==> config.mk <==
export PLATFORM = sky130hd
export DESIGN_NAME = rv32m_divider
export DESIGN_NICKNAME = d
export VERILOG_FILES = /design/src/rtl/rv32m_divider.sv
export SDC_FILE = /design/constraint.sdc
export NUM_CORES = 1
export LEC_CHECK = 0
export BUFFER_PORTS_ARGS = -buffer_cell sky130_fd_sc_hd__clkbuf_2
export CAP_MARGIN = 15
export CORE_MARGIN = 2
export CORE_UTILIZATION = 60
export CTS_BUF_LIST = sky130_fd_sc_hd__clkbuf_8 sky130_fd_sc_hd__clkbuf_16
export CTS_CLUSTER_DIAMETER = 60
export DETAILED_ROUTE_END_ITERATION = 7
export PLACE_DENSITY = 0.79
export SKIP_LAST_GASP = 1
export SLEW_MARGIN = 20
export SYNTH_ARGS = -nofsm -noshare
export SYNTH_HDL_FRONTEND = slang
export SYNTH_SLANG_ARGS = --single-unit
==> constraint.sdc <==
create_clock -name clk -period 6.15 [get_ports clk]
set_input_delay 1.5375 -clock clk [delete_from_list [all_inputs] [get_ports clk]]
set_output_delay 1.5375 -clock clk [all_outputs]
set_load 0.02 [all_outputs]
==> src/rtl/rv32m_divider.sv <==
// rv32m_divider: iterative restoring divider for RV32M DIV/DIVU/REM/REMU.
// Signed operands are reduced to magnitudes, divided over XLEN cycles and
// sign-corrected at the end. Divide-by-zero and signed overflow finish in
// one cycle. Shares the start/fin handshake of the shift-add multiplier.
//
// state | meaning
// IDLE  | waiting for start; result holds the last completed value
// DIV   | one restoring step per cycle, counter counts XLEN down to 0
// DONE  | fin pulse, result valid; start is ignored here
module rv32m_divider #(
  parameter int XLEN = 32
) (
  input  logic            clk,
  input  logic            rst,
  input  logic            start,
  input  logic [2:0]      op,
  input  logic [XLEN-1:0] dividend,
  input  logic [XLEN-1:0] divisor,
  output logic            busy,
  output logic            fin,
  output logic [XLEN-1:0] result
);

  localparam int CW = $clog2(XLEN) + 1;

  typedef enum logic [1:0] {IDLE, DIV, DONE} state_t;

  state_t          state, state_nxt;
  logic [XLEN-1:0] rem, quo, dvs_mag;
  logic [CW-1:0]   count;
  logic            rem_op, neg_q, neg_r;

  // op[2] only distinguishes MUL/DIV groups upstream; it carries no meaning here.
  logic            unused_op;
  assign unused_op = op[2];

  logic            is_signed, is_rem, dvd_neg, dvs_neg;
  logic            div_zero, overflow, fast, accept;
  logic [XLEN-1:0] dvd_mag_in, dvs_mag_in, fast_result;
  logic [XLEN:0]   rem_shift, trial;
  logic [XLEN-1:0] quo_step, rem_step, final_result;
  logic            last;

  // Operand decode and fast-path detection, evaluated on the accept edge.
  always_comb begin
    is_signed   = ~op[0];
    is_rem      = op[1];
    dvd_neg     = is_signed & dividend[XLEN-1];
    dvs_neg     = is_signed & divisor[XLEN-1];
    dvd_mag_in  = dvd_neg ? -dividend : dividend;
    dvs_mag_in  = dvs_neg ? -divisor : divisor;
    div_zero    = (divisor == '0);
    overflow    = is_signed & (dividend == {1'b1, {(XLEN-1){1'b0}}}) & (divisor == '1);
    fast        = div_zero | overflow;
    accept      = (state == IDLE) & start;
    fast_result = '0;
    if (div_zero)
      fast_result = is_rem ? dividend : '1;
    else if (!is_rem)
      fast_result = dividend;
  end

  // One restoring step; the trial is XLEN+1 bits so the borrow is the sign.
  always_comb begin
    rem_shift    = {rem, quo[XLEN-1]};
    trial        = rem_shift - {1'b0, dvs_mag};
    quo_step     = {quo[XLEN-2:0], ~trial[XLEN]};
    rem_step     = trial[XLEN] ? rem_shift[XLEN-1:0] : trial[XLEN-1:0];
    last         = (count == CW'(1));
    final_result = rem_op ? (neg_r ? -rem_step : rem_step)
                          : (neg_q ? -quo_step : quo_step);
  end

  // State register.
  always_ff @(posedge clk) begin
    if (rst) state <= IDLE;
    else     state <= state_nxt;
  end

  // Next-state and handshake outputs.
  always_comb begin
    state_nxt = state;
    busy      = 1'b0;
    fin       = 1'b0;
    case (state)
      IDLE: if (start) state_nxt = fast ? DONE : DIV;
      DIV: begin
        busy = 1'b1;
        if (last) state_nxt = DONE;
      end
      DONE: begin
        busy      = 1'b1;
        fin       = 1'b1;
        state_nxt = IDLE;
      end
      default: state_nxt = IDLE;
    endcase
  end

  // Operand capture, iteration datapath and result register.
  always_ff @(posedge clk) begin
    if (rst) begin
      rem     <= '0;
      quo     <= '0;
      dvs_mag <= '0;
      count   <= '0;
      rem_op  <= 1'b0;
      neg_q   <= 1'b0;
      neg_r   <= 1'b0;
      result  <= '0;
    end else if (accept) begin
      rem_op  <= is_rem;
      neg_q   <= dvd_neg ^ dvs_neg;
      neg_r   <= dvd_neg;
      dvs_mag <= dvs_mag_in;
      rem     <= '0;
      quo     <= dvd_mag_in;
      count   <= CW'(XLEN);
      if (fast) result <= fast_result;
    end else if (state == DIV) begin
      rem   <= rem_step;
      quo   <= quo_step;
      count <= count - CW'(1);
      if (last) result <= final_result;
    end
  end

endmodule

==> impl_metrics.tcl <==
set metrics [dict create \
    outcome "finished, final reports clean" \
    fp.dieW_um 144 \
    critPathArrivalTime_ns 5.65 \
    core_um2 19300 \
    drc 0 \
    grt_first_pass_wirelength_um 58100 \
    insertion_delay_ns 0.43 \
    worst-setup-path-type "flop to flop" \
    layout-drive-gt1-share_pct 11.3 \
    clock-sinks 139 \
    hold_slack_ns 0.457 \
    post-route-util_pct 66.6 \
    tns_ns 0 \
    wl_per_cell_um 19.6 \
    fmax_mhz 186 \
    synthArstFlopShare_pct 0 \
    vdd_drop_max_v 0.000233 \
    grt_remaining_overflow 0 \
    htreeDepth 4 \
    stdcell_area_um2 12800 \
    die-area_um2 20600 \
    port_buffers 102 \
    hold_class "flop to flop" \
    ys_seq_elements 139 \
    cts_resized 0 \
    synthCells 1553 \
    cts_root_buf "clkbuf_16" \
    core.rowCount 51 \
    seq_area_um2 2780 \
    synth_warnings 0 \
    grt_util_all_layers_pct 35.4 \
    num-fill-cells 1724 \
    hold_violations 0 \
    slowest_delay_ns 0.49 \
    synth_flop_cell "dfxtp_1" \
    worstPathCellList "inv_1, ha_1, inv_1, fa_1, a211oi_2, o211ai_1, nand4_1, a2111oi_4, nor3_2, nor2_4, mux2i_1, ha_1, nand2_1, a2111oi_1, nor2_1, nor4_1, nand4_1, a2111oi_0, nor4_1" \
    power_mw 4.06 \
    clk_pin_slew_ns 0.06 \
    worst_ep_required_time_ns 6.42 \
    p_leak_nw 4.78 \
    maxCapViolCount 0 \
    power_density_nw_per_um2 316 \
    hpwl_um 27000 \
    worst_pin_slew_ns 1.09 \
    grt_max_degree 83 \
    post-cts-setup-buffers 0 \
    dieHeight_um 144 \
    multi_input_area_um2 8270 \
    fin_crit_ns 5.37 \
    cts_tree "built" \
    setup_viol 0 \
    synth_nets 1666 \
    maxSlewHeadroom_pct 26.5 \
    cp_max_fo 9 \
    cts_made_buffers 17 \
    fin_nets 1699 \
    drt-pass1-iter-count 6 \
    diodes 0 \
    gp_congestion 0.931 \
    period_share_pct 87.4 \
    postCtsHoldBufs 0 \
    start_util_pct 60.7 \
    ant_nets 0 \
    wl_um 36500 \
    rsz0062_at_grt "false" \
    dr_total_vias 12200 \
    first_global_vias 11200 \
    yosys.cell_types.count 92 \
    synth_edf_count 0 \
    netlist_area_um2 11700 \
    cp_slowest_cell "a2111oi_4" \
    placed_area_um2 12300 \
    io_pins 104 \
    area_growth_pct 9.73 \
    crit_path_start_kind "flop" \
    cts_buffer_depth 2 \
    drt_iter0_markers 1319 \
    syn_area_per_cell_um2 7.53 \
    slew_violations 0 \
    critPathCaptureType "flop" \
    ys_seq_area_share_pct 23.8 \
    post_drt_via_cell_ratio 6.57 \
    antenna_found_initial 0 \
    fin_skew_ns 0.0142 \
]
==> flip-flops by register name (all words and copies together) (netlist names) <==
signal,count
count,6
dvs_mag,32
neg_q,1
neg_r,1
quo,32
rem,32
rem_op,1
result,32
state,2
==> report_power, final <==
| group | leakage, nW | switching (mW) | internal (mW) |
|---|---|---|---|
| clock | 0.264 | 0.433 | 0.567 |
| combinational | 3.38 | 1.24 | 0.707 |
| sequential | 1.14 | 0.117 | 0.989 |
| total | 4.78 | 1.79 | 2.26 |
==> cell families (layout without fill, tap and decap cells) <==
group	Yosys count	after routing	share of synthesized area [%]
multiplexers	66	66	5.71
XOR/XNOR	127	127	9.51
AO/OA/AOI/OAI	464	464	27.0
adder cells (fa/ha/maj)	65	65	6.54
flip-flops	139	139	23.8
buffers and inverters	171	217	5.73
AND/OR/NAND/NOR	521	521	21.7
==> per-layer routing <==
| layer | track usage [%] | wire, µm |
|---|---|---|
| met1 | 47.8 | 15500 |
| met2 | 58.5 | 17100 |
| met3 | 5.80 | 3200 |
| met4 | 9.75 | 784 |
| met5 | 0 | 0 |
==> cell usage in the layout, fill, tap and decap left out, drive strengths merged, types with 23 or more instances in the layout <==
cell type,synthesis,layout
nor2,209,209
or3,23,23
nor4,25,25
inv,63,68
a21oi,106,106
xor2,54,54
xnor2,73,73
dfxtp,139,139
clkbuf,75,119
o31ai,25,25
mux2i,60,60
nor3,46,46
ha,42,42
nand4,24,24
a211oi,100,100
o21ai,84,84
nand2,95,95
==> path summary, 6_finish.rpt <==
kind | start | endpoint | slack [ns] | cells past startpoint
hold reg to reg | result[15]$_SDFFE_PP0P_ | result[15]$_SDFFE_PP0P_ | 0.46 | 1
hold / removal | result[15]$_SDFFE_PP0P_ | result[15]$_SDFFE_PP0P_ | 0.46 | 1
setup / recovery | quo[31]$_SDFFE_PP0P_ | result[30]$_SDFFE_PP0P_ | 0.78 | 19
setup reg to reg | quo[31]$_SDFFE_PP0P_ | result[30]$_SDFFE_PP0P_ | 0.78 | 19
==> synthesized netlist by cell type, drive strengths merged, types with 5 or more instances <==
cell | number | area share, %
a31oi | 17 | 0.96
o21a | 8 | 0.51
nand4 | 24 | 1.3
o31ai | 25 | 1.6
nor2 | 209 | 6.8
o31a | 6 | 0.45
o21bai | 5 | 0.32
ha | 42 | 4.5
nand2 | 95 | 3.0
a21boi | 5 | 0.32
nor4 | 25 | 1.5
mux2i | 60 | 5.1
o41ai | 14 | 1.1
and2 | 10 | 0.53
clkbuf | 75 | 2.4
xor2 | 54 | 4.0
nand2b | 10 | 0.53
or3 | 23 | 1.3
a2111oi | 6 | 0.68
a211oi | 100 | 6.5
or4 | 10 | 0.71
buf | 32 | 1.3
a21oi | 106 | 4.5
maj3 | 22 | 1.9
dfxtp | 139 | 24
inv | 63 | 2.0
nand3b | 5 | 0.32
xnor2 | 73 | 5.5
mux2 | 6 | 0.58
o21ai | 84 | 3.6
a221oi | 10 | 0.75
nor3 | 46 | 2.0
a311oi | 10 | 0.75
and3 | 13 | 0.70
a21o | 17 | 1.1
o211ai | 9 | 0.58
nand3 | 17 | 0.73
nor2b | 9 | 0.48
==> layout make-up <==
class	instances	share of cell area (%)
clock inverter	14	0.955
inverter	64	1.87
timing repair buffer	121	5.09
sequential	139	21.7
multi-input combinational	1243	64.4
clock buffer	18	3.42
tap	265	2.58
==> critical path, delay by kind of cell, from the launching register on <==
family / cells / cell delay [ns]
and+or+nand+nor: 8 / 1.85
AOI/OAI and AO/OA: 5 / 1.75
adders and majority gates: 3 / 0.75
DFF: 1 / 0.39
muxes: 1 / 0.34
buffers and inverters: 2 / 0.13
==> stage by stage <==
stage               std cells  worst slack (ns)
floorplan                1553              1.43
global placement         1832              1.03
detailed placement       1832              1.01
CTS                      1864             0.921
global route             1864             0.531
finish                   1864             0.776
(Power assumes the default switching activity.)
